File: src/rtl/btn_pkg.sv
// ============================================================================
//  Module      : btn_pkg
//  Description : Shared types and default timing constants for the button
//                event generator (100 MHz system clock defaults).
//  Contents    : btn_state_t   - event FSM state encoding
//                LONG_CYCLES_DEF, REPEAT_CYCLES_DEF, CNT_W_DEF
//  Revision    : 1.0 - initial release
// ============================================================================
`default_nettype none

package btn_pkg;

    // Explicit 2-bit encoding keeps the state register width fixed.
    typedef enum logic [1:0] {
        IDLE      = 2'd0,
        PRESSED   = 2'd1,
        LONG_HELD = 2'd2
    } btn_state_t;

    // 1 s to long-press, 200 ms repeat period at 100 MHz.
    localparam int LONG_CYCLES_DEF   = 100_000_000;
    localparam int REPEAT_CYCLES_DEF = 20_000_000;
    localparam int CNT_W_DEF         = 27;

endpackage : btn_pkg

`default_nettype wire

File: src/rtl/btn_event_gen_if.sv
// ============================================================================
//  Module      : btn_event_gen_if
//  Description : Level-in / events-out bundle of one button channel.
//  Signals     : btn_state   - debounced, clk-synchronous button level
//                press       - 1-cycle pulse on 0->1 of btn_state
//                release_evt - 1-cycle pulse on 1->0 of btn_state
//                long_press  - 1-cycle pulse after LONG_CYCLES of hold
//                repeat_evt  - 1-cycle pulse every REPEAT_CYCLES past long
//                held        - level, high while the button is held
//  Modports    : master - drives the level, observes events
//                slave  - the event generator
//  Revision    : 1.0 - initial release
// ============================================================================
`default_nettype none

interface btn_event_gen_if;

    logic btn_state;
    logic press;
    logic release_evt;   // "release" is a reserved word in SystemVerilog
    logic long_press;
    logic repeat_evt;    // "repeat" is a reserved word in SystemVerilog
    logic held;

    modport master (
        output btn_state,
        input  press,
        input  release_evt,
        input  long_press,
        input  repeat_evt,
        input  held
    );

    modport slave (
        input  btn_state,
        output press,
        output release_evt,
        output long_press,
        output repeat_evt,
        output held
    );

endinterface : btn_event_gen_if

`default_nettype wire

File: src/rtl/btn_edge_detect.sv
// ============================================================================
//  Module      : btn_edge_detect
//  Description : Registers the previous sample of a synchronous level and
//                flags rising / falling transitions against it.
//  Ports       : clk     - system clock
//                rst     - synchronous active-high reset (clears history)
//                i_level - synchronous level input
//                o_rise  - combinational, high when level=1 and prev=0
//                o_fall  - combinational, high when level=0 and prev=1
//  Revision    : 1.0 - initial release
// ============================================================================
`default_nettype none

module btn_edge_detect (
    input  wire logic clk,
    input  wire logic rst,
    input  wire logic i_level,
    output logic      o_rise,
    output logic      o_fall
);

    logic r_prev_q;
    logic w_prev_d;

    always_comb begin
        w_prev_d = i_level;
    end

    // History resets to 0, so a level already high when reset drops is
    // reported as a fresh rising edge.
    always_ff @(posedge clk) begin
        if (rst) begin
            r_prev_q <= 1'b0;
        end else begin
            r_prev_q <= w_prev_d;
        end
    end

    assign o_rise =  i_level & ~r_prev_q;
    assign o_fall = ~i_level &  r_prev_q;

endmodule : btn_edge_detect

`default_nettype wire

File: src/rtl/btn_event_gen.sv
// ============================================================================
//  Module      : btn_event_gen
//  Description : Converts a debounced button level into single-cycle events:
//                press, release, long-press and auto-repeat while held.
//  Parameters  : LONG_CYCLES   - cycles from press to long_press (>= 2)
//                REPEAT_CYCLES - cycles between long_press/repeats (>= 2)
//                CNT_W         - hold counter width, 2^CNT_W > max(above)
//  Ports       : clk  - system clock
//                rst  - synchronous active-high reset
//                bus  - btn_event_gen_if.slave (level in, events out)
//  Revision    : 1.0 - initial release
// ============================================================================
`default_nettype none

module btn_event_gen
    import btn_pkg::*;
#(
    parameter int LONG_CYCLES   = LONG_CYCLES_DEF,
    parameter int REPEAT_CYCLES = REPEAT_CYCLES_DEF,
    parameter int CNT_W         = CNT_W_DEF
) (
    input  wire logic       clk,
    input  wire logic       rst,
    btn_event_gen_if.slave  bus
);

    localparam logic [CNT_W-1:0] c_LONG_LAST   = CNT_W'(LONG_CYCLES - 1);
    localparam logic [CNT_W-1:0] c_REPEAT_LAST = CNT_W'(REPEAT_CYCLES - 1);

    logic w_rise;
    logic w_fall;

    btn_edge_detect u_edge (
        .clk     (clk),
        .rst     (rst),
        .i_level (bus.btn_state),
        .o_rise  (w_rise),
        .o_fall  (w_fall)
    );

    btn_state_t       r_state_q,   w_state_d;
    logic [CNT_W-1:0] r_cnt_q,     w_cnt_d;
    logic             r_press_q,   w_press_d;
    logic             r_release_q, w_release_d;
    logic             r_long_q,    w_long_d;
    logic             r_repeat_q,  w_repeat_d;
    logic             r_held_q,    w_held_d;

    // Pulses default low every cycle so each one lasts exactly one clock.
    // In the held states a falling edge is checked before the threshold so
    // release wins a same-cycle collision with long_press/repeat.
    always_comb begin
        w_state_d   = r_state_q;
        w_cnt_d     = r_cnt_q;
        w_press_d   = 1'b0;
        w_release_d = 1'b0;
        w_long_d    = 1'b0;
        w_repeat_d  = 1'b0;
        w_held_d    = r_held_q;

        case (r_state_q)
            IDLE: begin
                if (w_rise) begin
                    w_state_d = PRESSED;
                    w_press_d = 1'b1;
                    w_cnt_d   = '0;
                    w_held_d  = 1'b1;
                end
            end
            PRESSED: begin
                if (w_fall) begin
                    w_state_d   = IDLE;
                    w_release_d = 1'b1;
                    w_cnt_d     = '0;
                    w_held_d    = 1'b0;
                end else if (r_cnt_q == c_LONG_LAST) begin
                    w_state_d = LONG_HELD;
                    w_long_d  = 1'b1;
                    w_cnt_d   = '0;
                end else begin
                    w_cnt_d = r_cnt_q + CNT_W'(1);
                end
            end
            LONG_HELD: begin
                if (w_fall) begin
                    w_state_d   = IDLE;
                    w_release_d = 1'b1;
                    w_cnt_d     = '0;
                    w_held_d    = 1'b0;
                end else if (r_cnt_q == c_REPEAT_LAST) begin
                    w_repeat_d = 1'b1;
                    w_cnt_d    = '0;
                end else begin
                    w_cnt_d = r_cnt_q + CNT_W'(1);
                end
            end
            default: begin
                w_state_d = IDLE;
                w_cnt_d   = '0;
                w_held_d  = 1'b0;
            end
        endcase
    end

    // Reset silently abandons any hold: no release pulse is produced.
    always_ff @(posedge clk) begin
        if (rst) begin
            r_state_q   <= IDLE;
            r_cnt_q     <= '0;
            r_press_q   <= 1'b0;
            r_release_q <= 1'b0;
            r_long_q    <= 1'b0;
            r_repeat_q  <= 1'b0;
            r_held_q    <= 1'b0;
        end else begin
            r_state_q   <= w_state_d;
            r_cnt_q     <= w_cnt_d;
            r_press_q   <= w_press_d;
            r_release_q <= w_release_d;
            r_long_q    <= w_long_d;
            r_repeat_q  <= w_repeat_d;
            r_held_q    <= w_held_d;
        end
    end

    assign bus.press       = r_press_q;
    assign bus.release_evt = r_release_q;
    assign bus.long_press  = r_long_q;
    assign bus.repeat_evt  = r_repeat_q;
    assign bus.held        = r_held_q;

endmodule : btn_event_gen

`default_nettype wire

File: src/flat_wrapper.sv
// flat-port wrapper written by rule: the top's interface ports become plain ports
module btn_event_gen_flat import btn_pkg::*;
#(
    parameter int LONG_CYCLES   = LONG_CYCLES_DEF,
    parameter int REPEAT_CYCLES = REPEAT_CYCLES_DEF,
    parameter int CNT_W         = CNT_W_DEF
)
  (clk, rst, bus_btn_state, bus_press, bus_release_evt, bus_long_press, bus_repeat_evt, bus_held);
  btn_event_gen_if bus_i ();
  input  wire logic clk;
  input  wire logic rst;
  input wire logic [$bits(bus_i.btn_state)-1:0] bus_btn_state;
  output wire logic [$bits(bus_i.press)-1:0] bus_press;
  output wire logic [$bits(bus_i.release_evt)-1:0] bus_release_evt;
  output wire logic [$bits(bus_i.long_press)-1:0] bus_long_press;
  output wire logic [$bits(bus_i.repeat_evt)-1:0] bus_repeat_evt;
  output wire logic [$bits(bus_i.held)-1:0] bus_held;
  assign bus_i.btn_state = bus_btn_state;
  assign bus_press = bus_i.press;
  assign bus_release_evt = bus_i.release_evt;
  assign bus_long_press = bus_i.long_press;
  assign bus_repeat_evt = bus_i.repeat_evt;
  assign bus_held = bus_i.held;
  btn_event_gen #(.LONG_CYCLES(LONG_CYCLES), .REPEAT_CYCLES(REPEAT_CYCLES), .CNT_W(CNT_W)) u_core (.clk(clk), .rst(rst), .bus(bus_i));
endmodule
File: config.mk
export PLATFORM = sky130hd
export DESIGN_NAME = btn_event_gen_flat
export DESIGN_NICKNAME = d
export VERILOG_FILES = /design/src/rtl/btn_pkg.sv /design/src/rtl/btn_event_gen_if.sv /design/src/rtl/btn_edge_detect.sv /design/src/rtl/btn_event_gen.sv /design/src/flat_wrapper.sv
export SDC_FILE = /design/constraint.sdc
export NUM_CORES = 1
export LEC_CHECK = 0
export CAP_MARGIN = 20
export CORE_ASPECT_RATIO = 0.6
export CORE_MARGIN = 2
export CORE_UTILIZATION = 30
export CTS_CLUSTER_DIAMETER = 40
export CTS_CLUSTER_SIZE = 30
export DETAILED_ROUTE_END_ITERATION = 12
export PLACE_DENSITY_LB_ADDON = 0.05
export REMOVE_ABC_BUFFERS = 1
export SLEW_MARGIN = 30
export SYNTH_ARGS = -nofsm -noshare
export SYNTH_HDL_FRONTEND = slang
export SYNTH_HIERARCHICAL = 1
export SYNTH_SLANG_ARGS = --single-unit
File: constraint.sdc
create_clock -name clk -period 2.65 [get_ports clk]
set_clock_uncertainty 0.2 [all_clocks]
set_input_delay 0.53 -clock clk [delete_from_list [all_inputs] [get_ports clk]]
set_output_delay 0.53 -clock clk [all_outputs]
set_load 0.01 [all_outputs]
==> key figures, run 1 <==
Placement
  – Placed cell areas: 0.00219 sq mm
  – RePlAce Congestion: 0.927
  – Cell Count Post-Placement: 332
  – Port buffer count: 7
  – Detail Placement HPWL: 4220 um

STA
  – Setup TNS: 0 ns
  – Fin crit share: 0.977
  – Worst slew pin tran: 0.693 ns
  – Fin crit period: 2.59 ns
  – Setup Viol. Count Final: 0
  – Fin. max-slew vios: 0
  – Relative slew slack: 0.537
  – Final-report hold violation count: 0
  – RSZ-0062 raised after global routing: no
  – Max Freq: 0.386 GHz

Yosys
  – Number of library cell types mapped by synthesis: 44
  – Top cells by area, synth: dfxtp_1, nand3_1, nor2_1, nand2_1, xor2_1
  – Yosys top cell by area: dfxtp_1
  – Gate Count Post-Synth: 222
  – Primary FF master, synth: dfxtp_1
  – Number of synthesized flops with an enable pin: 0
  – Syn Area/Cell: 8.25 sq um
  – Asr flop ratio synth: 0
  – Yosys reg bits: 35
  – Synth top area share: 0.383
  – Yosys warning count: 6
  – Post-synthesis sequential area ratio: 0.383
  – Syn Std Cell Area: 0.00183 sq mm

Global routing
  – GRT Util Overall: 0.168
  – Initial antenna violation count: 0
  – Global-route wire length before repair: 8500 um
  – Grt total ovfl: 0
  – Vias in the first global route: 1,538
  – Largest net degree at the start of global routing: 12

Clock network
  – Clk sink count: 35
  – CTS Hold Bufs: 0
  – Clk_lat worst skew: 0.29 ns
  – CTS tree: done
  – Clock Tree Root: clkbuf_8
  – CTS clk-pin slew, worst paths: 0.07 ns
  – H-tree Lvls: 2
  – Total CTS buffers: 5
  – CTS Buffer Depth: 2

Worst setup path
  – CP Max Fanout: 5
  – Slowest stage delay, CP: 0.55 ns
  – CP endpoint: u_core/r_cnt_q[9]
  – WS Path Type: reg -> reg
  – Critical R2R Capture: u_core/r_cnt_q[9]
  – Slowest CP cell: or4_4
  – Reg2Reg Depth: 8
  – Worst setup path start: u_core/r_cnt_q[24]
  – Critical path required time: 2.63 ns
  – CP most frequent cell: buf_4
  – CP Launch Type: register
  – CP Depth: 8
  – CP endpoint kind: register
  – Critical path, cell by cell: or3b_4 > or4_4 > o41ai_4 > buf_4 > a21oi_4 > buf_4 > a31oi_1 > o31ai_1
  – WP data arrival: 2.57 ns
  – Worst Path Buf+Inv: 2
  – R2R Path Start: u_core/r_cnt_q[24]
  – Crit-path leading delay family: simple AND/OR/NAND/NOR gates
  – Reg-to-reg slack, setup: 0.06 ns

Die
  – Initial Utilization: 0.320
  – FP Rows: 21
  – Height of the die: 64.5 um
  – Placeable Area: 0.00573 sq mm
  – Top-Level Pins: 8
  – Die X-Extent: 105 um
  – DIE AREA: 0.00677 sq mm

Routing
  – Post-route ant nets: 0
  – Initial DRT Pass Iterations: 4
  – DR WL/cell: 15.8 um
  – Wire length on met3: 416 um
  – Met2 WL: 1960 um
  – Via count: 1,743
  – Vias per cell: 5.11
  – Initial DRC count: 194
  – DR DRC count: 0
  – Max layer used: met4
  – Total routed wirelength: 5390 um
  – Wire length on met1: 2950 um

Power and ir drop
  – Peak supply drop: 0.000159 V
  – Overall power: 1.05 mW
  – Pleak: 0.818 nW
  – Pwr dens: 455 mW/mm^2

Finish
  – Fraction of final layout cells sized beyond drive strength 1: 0.192
  – Most frequent cells in the layout: dfxtp_1, buf_4, nor2_1, nand2_1, nand3_1
  – Commonest non-fill, non-tap cell in the layout: dfxtp_1
  – Non-Filler Instances: 341
  – Final Core Density: 0.404
  – Nets@finish: 267
  – Synth-to-Final Area Change: 26.4%
  – Final Cell Area: 0.00232 sq mm
  – Diodes inserted: 0

Min path
  – HP Class: reg -> reg

Flow run
  – # Max-Cap Violations: 0

Outcome
  – Outcome: completed
## cells by family (layout without fill, tap and decap cells)
family,after synthesis,count (layout),share of synthesized area
AO/OA/AOI/OAI,45,45,0.171
XOR/XNOR,9,9,0.0430
adder cells (fa/ha/maj),4,4,0.0273
buffers and inverters,19,58,0.0451
flip-flops,35,35,0.383
multiplexers,3,3,0.0164
AND/OR/NAND/NOR,107,107,0.314
## what timing repair did
action,CTS,global route
resized for setup,1,8
pin swaps,0,2
setup endpoints to repair,9,24
buffers inserted,0,1
## synthesized netlist by cell type (all sizes together), types with 5 or more instances
library cell,number
a21oi,11
a31oi,5
and2,5
and3,5
clkbuf,6
dfxtp,35
inv,11
nand2,20
nand3,17
nand4,10
nor2,21
nor2b,5
o21ai,9
o31ai,5
xor2,8
## worst register-to-register path, stage by stage (launching register included)
cell,delay [ns]
dfxtp_2,0.37
or3b_4,0.40
or4_4,0.55
o41ai_4,0.28
buf_4,0.19
a21oi_4,0.08
buf_4,0.17
a31oi_1,0.16
o31ai_1,0.08
## how the worst min path moves through the flow
stage,startpoint,endpoint,slack [ns],cells past startpoint
floorplan,u_core/r_state_q[0],u_core/r_state_q[0],0.25,2
global placement,u_core/r_state_q[0],u_core/r_state_q[0],0.26,2
detailed placement,u_core/r_state_q[0],u_core/r_state_q[0],0.29,2
CTS,u_core/r_state_q[0],u_core/r_state_q[0],0.30,2
global route,u_core/r_cnt_q[0],u_core/r_cnt_q[0],0.31,2
finish,u_core/r_cnt_q[0],u_core/r_cnt_q[0],0.28,2
## report_power, final
part,internal [mW],total [mW],switching (mW)
sequential,0.533,0.537,0.00424
clock,0.185,0.379,0.195
combinational,0.0579,0.137,0.0787
## registers in the layout (all words and copies together), names as in the netlist
register and cells:
u_core/bus.held 1, u_core/bus.long_press 1, u_core/bus.press 1, u_core/bus.release_evt 1, u_core/bus.repeat_evt 1, u_core/r_cnt_q 27, u_core/r_state_q 2, u_core/u_edge/r_prev_q 1
## stage by stage
| step | setup slack, ns | hold slack [ns] |
|---|---|---|
| global route | 0.0152 | 0.309 |
| global placement | -0.0475 | 0.261 |
| floorplan | 0.254 | 0.248 |
| detailed placement | -0.0508 | 0.290 |
| CTS | 0.0117 | 0.302 |
| finish | 0.0619 | 0.284 |
## cell type report
type	count	area, sq um
well taps	80	100
multi-input cells	168	1080
inverters	11	41.3
repair buffers	39	314
fillers	604	3410
clock inverters	1	5.00
flip-flops and latches	35	703
clock buffers	7	76.3
## metal layers
| layer | vias to the layer above | track usage |
|---|---|---|
| met4 | 0 | 0.0567 |
| met1 | 808 | 0.270 |
| met3 | 5 | 0.0402 |
| li1 | 885 | - |
| met2 | 45 | 0.206 |
| met5 | - | 0 |
Note: power is estimated with default switching activity, not from simulation.
==> run 2: changes to the inputs <==
- CELL_PAD_IN_SITES_DETAIL_PLACEMENT: not set -> 0
- CELL_PAD_IN_SITES_GLOBAL_PLACEMENT: not set -> 2
==> run 2 against run 1 <==
Effect of this change:
- global-route usage increased by 0.37 points
- first-iteration DRC count decreased by 31%
- routed wire length is 5.9% higher
- highest routed layer unchanged
- combinational power is 4% lower
- cell count shrank 0.59%
- largest power group unchanged
==> key figures, run 2 (synthesized netlist as in run 1, its figures left out) <==
Outcome
  – Outcome: completed

STA
  – Setup TNS: 0 ns (unchanged)
  – RSZ-0062 raised after global routing: no
  – Relative slew slack: 0.380 (-0.157)
  – Fin crit period: 2.59 ns (+0.00663 ns)
  – Setup Viol. Count Final: 0 (unchanged)
  – Worst slew pin tran: 0.927 ns (+0.234 ns)
  – Final-report hold violation count: 0 (unchanged)
  – Fin crit share: 0.979 (+0.00250)
  – Fin. max-slew vios: 0 (unchanged)
  – Final WS setup: 0.0553 ns (-0.00663 ns)
  – Max Freq: 0.385 GHz (-0.26%)
  – Worst Hold Margin: 0.298 ns (+0.0139 ns)

Routing
  – DR DRC count: 0 (unchanged)
  – DR WL/cell: 16.8 um (+6.5%)
  – Via count: 1,786 (+2.5%)
  – Initial DRC count: 134 (-31%)
  – Total routed wirelength: 5710 um (+5.9%)
  – Vias per cell: 5.27 (+3.1%)
  – Post-route ant nets: 0 (unchanged)
  – Initial DRT Pass Iterations: 4 (unchanged)

Worst setup path
  – Reg2Reg Depth: 8 (unchanged)
  – CP Launch Type: register
  – CP Max Fanout: 7 (+2)
  – CP endpoint kind: register
  – Critical path required time: 2.62 ns (about the same)
  – WP data arrival: 2.57 ns (about the same)
  – R2R Path Start: u_core/r_cnt_q[24]
  – Worst setup path start: u_core/r_cnt_q[24]
  – WS Path Type: reg -> reg

Global routing
  – Global-route wire length before repair: 8610 um (+1.3%)
  – Largest net degree at the start of global routing: 15 (+3)
  – Vias in the first global route: 1,623 (+5.5%)
  – Initial antenna violation count: 0 (unchanged)
  – Grt total ovfl: 0 (unchanged)
  – GRT Util Overall: 0.172 (+0.00370)

Clock network
  – Clk_lat worst skew: 0.30 ns (about the same)
  – H-tree Lvls: 2 (unchanged)
  – CTS Buffer Depth: 2 (unchanged)
  – CTS tree: done
  – Clk sink count: 35 (unchanged)
  – CTS clk-pin slew, worst paths: 0.08 ns (about the same)
  – Clock Tree Root: clkbuf_8
  – Total CTS buffers: 5 (unchanged)

Power and ir drop
  – Pwr dens: 491 mW/mm^2 (+8.1%)
  – Peak supply drop: 0.000150 V (-5.2%)
  – Pleak: 0.837 nW (+2.3%)
  – Overall power: 1.18 mW (+12%)

Die
  – Placeable Area: 0.00573 sq mm (unchanged)
  – Top-Level Pins: 8 (unchanged)
  – DIE AREA: 0.00677 sq mm (unchanged)
  – FP Rows: 21 (unchanged)
  – Initial Utilization: 0.320 (unchanged)
  – Die X-Extent: 105 um (unchanged)
  – Height of the die: 64.5 um (unchanged)

Placement
  – Detail Placement HPWL: 4270 um (+1.1%)
  – Port buffer count: 7 (unchanged)
  – Cell Count Post-Placement: 328 (-1.2%)
  – Placed cell areas: 0.00218 sq mm (-0.80%)
  – RePlAce Congestion: 0.840 (-9.4%)
  – Pre-CTS WS: -0.0862 ns (-0.0354 ns)

Finish
  – Diodes inserted: 0 (unchanged)
  – Final Core Density: 0.420 (+0.0153)
  – Max FFs per register: 27 (unchanged)
  – Area taken by multi-input logic gates: 0.00111 sq mm (+3.1%)
  – Fraction of final layout cells sized beyond drive strength 1: 0.205 (+0.0131)
  – Storage element area: 702 sq um (-0.18%)
  – Non-Filler Instances: 339 (-0.59%)
  – Regs by FF count: u_core/r_cnt_q (27), u_core/r_state_q (2)
  – Final Cell Area: 0.00240 sq mm (+3.8%)
  – Most flop-heavy register: u_core/r_cnt_q
  – Most frequent cells in the layout: dfxtp_1, buf_4, nor2_1, nand2_1, nand3_1
  – Commonest non-fill, non-tap cell in the layout: dfxtp_1
  – Filler Cell Count: 624 (+3.3%)
  – Nets@finish: 265 (-0.75%)
  – Synth-to-Final Area Change: 31.2%

Flow run
  – # Max-Cap Violations: 0 (unchanged)

Min path
  – Hold Crit Start: u_core/r_state_q[0]
  – Hold path depth: 2 (unchanged)
  – HP Class: reg -> reg
run 2: changes by cell type in the layout (fill, tap and decap cells not counted), moves of 2 or more:
cell,change
a31oi_1,-3
a31oi_4,+2
buf_4,-4
clkbuf_1,-2
run 2: worst paths after layout:
| check | endpoint | slack (ns) |
|---|---|---|
| hold reg to reg | u_core/r_state_q[0] | 0.30 |
| setup / recovery | u_core/r_cnt_q[11] | 0.06 |
| hold / removal | u_core/r_state_q[0] | 0.30 |
| setup reg to reg | u_core/r_cnt_q[11] | 0.06 |
run 2: worst max-delay path: stages (launching register included):
cell and delay [ns]:
dfxtp_2 0.37, or3b_4 0.40, or4_4 0.57, o41ai_4 0.21
buf_4 0.20, a21oi_4 0.09, buf_8 0.16, a31oi_2 0.16
o31ai_1 0.09
run 2: cell type report:
class,instances,share of cell area
clock inverter,2,0.0146
timing repair buffer,37,0.138
multi-input combinational,168,0.462
inverter,11,0.0172
sequential,35,0.292
tap,80,0.0416
clock buffer,6,0.0344
run 2: layer usage:
metal,track usage,share of wire,up-vias
met5,0,0,-
met4,0.0617,0.012,0
met3,0.0433,0.087,8
met2,0.221,0.35,47
met1,0.266,0.55,854
li1,-,-,877
run 2: power by group:
group | internal (mW) | switching [mW]
clock | 0.305 | 0.208
combinational | 0.0518 | 0.0797
sequential | 0.533 | 0.00447
run 2: repair_timing:
item | 4_1_cts | 5_1_grt
gates cloned | 0 | 1
endpoints found under the setup margin | 11 | 23
buffers inserted | 1 | 1
pin swaps | 1 | 2
gates resized for setup | 6 | 8
hold buffers | 0 | 0
==> patch 1, RTL diff (config.mk and constraints of run 2) <==
Re-encode `btn_state_t` (3 states) as one-hot, 3 bits wide.
--- a/src/rtl/btn_pkg.sv
+++ b/src/rtl/btn_pkg.sv
@@ -12,8 +12,8 @@
 
     // Explicit 2-bit encoding keeps the state register width fixed.
-    typedef enum logic [1:0] {
-        IDLE      = 2'd0,
-        PRESSED   = 2'd1,
-        LONG_HELD = 2'd2
+    typedef enum logic [2:0] {
+        IDLE      = 3'b001,
+        PRESSED   = 3'b010,
+        LONG_HELD = 3'b100
     } btn_state_t;
 
Function: no difference found for any inputs over 10 cycles, from zero or initial values and one cycle with rst high; not proved beyond that.
==> patch 1 against run 2 <==
- via count down 1.5%
- synthesized cell count up 0.45%
- synthesized area up 1.4%
- cell area down 1.6%
- total power down 15%
- setup slack better by 100 ps
- combinational power down 36%
- die area up 1.3%
- core utilization down 2.9 points
- routed wire length down 4.5%
- sequential cell count up 1
- critical path type unchanged
- largest cell class unchanged
- largest power group unchanged
- highest routed layer unchanged
==> patch 1: results (changes against run 2) <==
Fin Hold WS: 282 ps (-16.2 ps)
Power per Cell Area: 427 mW/mm^2 (-13%)
per-cell via count in the routed design: 5.08 (-3.5%)
Layout fillers: 644 (+3.2%)
Crit-path slowest cell: or4_1
Largest regs: u_core/r_cnt_q x27, u_core/r_state_q x3
share of the yosys chip area belonging to registers: 38.8% (+0.56 points)
top area cells in the synthesized netlist: dfxtp_1, nor2_1, xnor2_1
run status: finished clean
count of routing violations after the opening detailed-route iteration: 94 (-30%)
most common library cells after synthesis: dfxtp_1, nor2_1, nand2_1
vias in the first global route: 1733 (+6.8%)
pin count of the biggest net entering global routing: 12 (-3)
placed wire-length estimate after detailed placement: 4200 um (-1.7%)
Worst setup startpoint: u_core/r_cnt_q[5]
Seq/total area: 30.5% (+1.3 points)
synthesized instance count: 223 (+0.45%)
worst-case headroom to the max-slew limit: 60.2% (+22 points)
number of signal-net inverters in the final layout: 4 (-7)
depth of the worst register-to-register path: 6 (-2)
Distinct cells, synth: 41 (-6.8%)
Repair and plain buffers: 41 (+11%)
post-cts gate resize count: 0 (-6)
relative area change from synthesis to final layout: 27.4%
dpl ws: -110 ps (-23.3 ps)
gr usage total: 17.5% (+0.31 points)
kind of cell with the highest combined delay on the critical path: compound AO/OA/AOI/OAI gates
Final clock-cell share: 3.28% (-1.6 points)
area of the multi-input gates: 0.00108 mm^2 (-2.4%)
seq_cells: 36 (+2.9%)
Final Wtd Congestion: 0.842 (+0.29%)
routed wirelength normalized by instance count: 15.8 um (-6.4%)
net count of the finished layout: 266 (+0.38%)
Post-CTS Repair Setup Buffers: 0 (-1)
Switching Power: 244 uW (-16%)
delay of the slowest critical-path stage: 610 ps (+40 ps)
share of power burned in the clock network: 36.9% (-6.5 points)
area after detailed placement: 0.00229 mm^2 (+5.1%)
RR Endpoint: u_core/r_cnt_q[16]
WP data arrival: 2470 ps (-100 ps)
fraction of layout cells with a size suffix above 1: 19.8% (-0.62 points)
-- patch 1: cell count changes after synthesis, moves of 4 or more --
cell / delta
inv_1: -7
nand3_1: -9
nor2_1: +6
nor3_1: +5
nor4_1: +4
nor4b_1: +7
o211ai_1: +4
o21ai_0: -7
o22ai_1: +4
o31ai_1: -5
xnor2_1: +10
-- patch 1: cell families (layout without fill, tap and decap cells) --
| logic type | count (synthesis) | after routing | synth area share, % |
|---|---|---|---|
| flops | 36 | 36 | 38.8 |
| fa+ha+maj | 1 | 1 | 0.674 |
| xor+xnor | 17 | 17 | 8.02 |
| compound gates | 29 | 29 | 11.0 |
| simple gates | 127 | 127 | 38.3 |
| buf+inv | 13 | 52 | 3.17 |
-- patch 1: metal layers --
metal / part of all wire, % / GRT usage [%] / up-vias
met3: 4.1 / 4.63 / 2
li1: - / - / 883
met2: 39 / 24.2 / 30
met5: 0 / 0 / -
met4: 0.39 / 4.44 / 0
met1: 56 / 26.3 / 844
==> patch 2, RTL diff (settings of run 2) <==
Made on the original files. The package constant `CNT_W_DEF` goes from 27 to 31.
--- a/src/rtl/btn_pkg.sv
+++ b/src/rtl/btn_pkg.sv
@@ -21,5 +21,5 @@
     localparam int LONG_CYCLES_DEF   = 100_000_000;
     localparam int REPEAT_CYCLES_DEF = 20_000_000;
-    localparam int CNT_W_DEF         = 27;
+    localparam int CNT_W_DEF         = 31;
 
 endpackage : btn_pkg
Behaviour: same outputs for any inputs over 10 cycles, from zero or initial values and one cycle with rst high; that may be too few to reach the edited logic, so the function may still have changed.
==> patch 2 against run 2 <==
- the run now ends with design-rule violations left
- sequential cell count increased by 4
- synthesized area up 16%
- count of clock-buffer cells in the layout is 1 higher
- cell area grew 12%
- routed wire length grew 13%
- register-to-register slack gained 220 ps
- global-route usage up 0.81 points
- critical path depth is 1 higher
- clock power rose by 15%
- total power up 21%
- setup slack improved by 170 ps
- die area grew 16%
- largest cell class unchanged
==> patch 2: results (changes against run 2) <==
Int Power: 1030 uW (+16%)
Root Driver: clkbuf_16
run status: finished with violations
setup slack on the worst flop-to-flop path: 280 ps (+220 ps)
delay of the slowest critical-path stage: 430 ps (-140 ps)
kind of cell with the highest combined delay on the critical path: buffers and inverters
fraction of layout cells with a size suffix above 1: 18.5% (-2.0 points)
violations in the final reports: design-rule violations
clock transition at the register clock pins on the worst setup and hold paths after CTS: 60 ps (-20 ps)
IR drop worst, VDD: 0.197 mV (+31%)
gr usage total: 18.0% (+0.81 points)
most common library cells after synthesis: dfxtp_1, nand4_1, nor3_1
net count of the finished layout: 293 (+11%)
placeable core region: 0.00679 mm^2 (+19%)
routed wirelength normalized by instance count: 17.2 um (+2.3%)
count of vias placed by the detailed router: 2027 (+13%)
worst-skew pair later-pin latency: 280 ps (-20 ps)
top area cells in the synthesized netlist: dfxtp_1, nand4_1, o31ai_1
Fin Hold WS: 298 ps (-0.0500 ps)
Largest regs: u_core/r_cnt_q x31, u_core/r_state_q x2
WP data arrival: 2400 ps (-170 ps)
Leak Pwr: 0.000935 uW (+12%)
placed wire-length estimate after detailed placement: 4750 um (+11%)
DRT Pass-1 Iters: 8 (+4)
Final Wtd Congestion: 0.760 (-9.5%)
Crit-path slowest cell: clkdlybuf4s50_1
Distinct cells, synth: 40 (-9.1%)
first-pass GRT wire length: 10900 um (+27%)
pin count of the biggest net entering global routing: 24 (+9)
post-route DRC violation count: 2 (+2)
## patch 2: changes by cell type after synthesis, sizes merged, moves of 6 or more
cell,before,now
o31ai,5,11
a41oi,0,9
o21ai,9,1
and2,5,12
nor2,21,9
nor3,4,16
nand4,10,21
nand2,20,10
## patch 2: final timing paths
path / start / end / cells after the start
setup / recovery: bus_btn_state / u_core/r_cnt_q[28] / 9
hold / removal: u_core/r_cnt_q[30] / u_core/r_cnt_q[30] / 1
setup reg to reg: u_core/r_cnt_q[26] / u_core/r_cnt_q[28] / 7
hold reg to reg: u_core/r_cnt_q[30] / u_core/r_cnt_q[30] / 1
## patch 2: what timing repair did
item                                   4_1_cts  5_1_grt
gates resized for setup                      1        0
hold buffers                                 0        0
buffers inserted                             0        0
setup endpoints to repair                   11        3
pin swaps                                    0        1
endpoints found under the hold margin        0        0
## patch 2: final cells by class
cell class	count	share of cell area (%)
timing repair buffer	45	13.7
sequential	39	29.0
clock inverter	1	0.186
tap	87	4.04
clock buffer	7	4.93
multi-input combinational	184	46.7
inverter	11	1.53
## patch 2: power groups by stage
stage / clock network, uW / logic (uW) / registers (uW)
after global placement: 0 / 234 / 613
after CTS: 605 / 238 / 600
after floorplan: 0 / 114 / 614
after detailed placement: 0 / 235 / 613
final: 591 / 237 / 600
after global routing: 631 / 264 / 601
## patch 2: logic make-up after synthesis
logic type | share of synthesized area [%]
fa+ha+maj | 2.35
simple gates | 33.8
mux | 0.938
compound gates | 17.0
flops | 36.6
xor+xnor | 4.52
buf+inv | 4.81
## patch 2: worst register-to-register path, delay by kind of cell (launching register included)
| kind | cells | cell delay [ps] |
|---|---|---|
| AO/OA/AOI/OAI | 4 | 740 |
| AND/OR/NAND/NOR | 1 | 590 |
| buffers and inverters | 2 | 370 |
| flip-flops | 1 | 340 |
## patch 2: metrics by stage
step	setup TNS [ps]	instances	setup WS, ps	instance area, um^2	utilization (%)
after floorplan	0	234	13.4	2070	-
after global placement	-3350	366	-242	2550	37.5
after detailed placement	-4000	366	-287	2550	37.5
after CTS	0	374	167	2690	39.6
after global routing	0	374	42.2	2690	39.6
final	0	374	221	2690	39.6
## patch 2: metal layers
metal	vias to the layer above	part of all wire (%)	GRT usage, %
li1	1028	-	-
met5	-	0	0
met1	954	57	28.4
met2	38	37	24.4
met4	0	1.0	4.07
met3	7	4.7	3.93
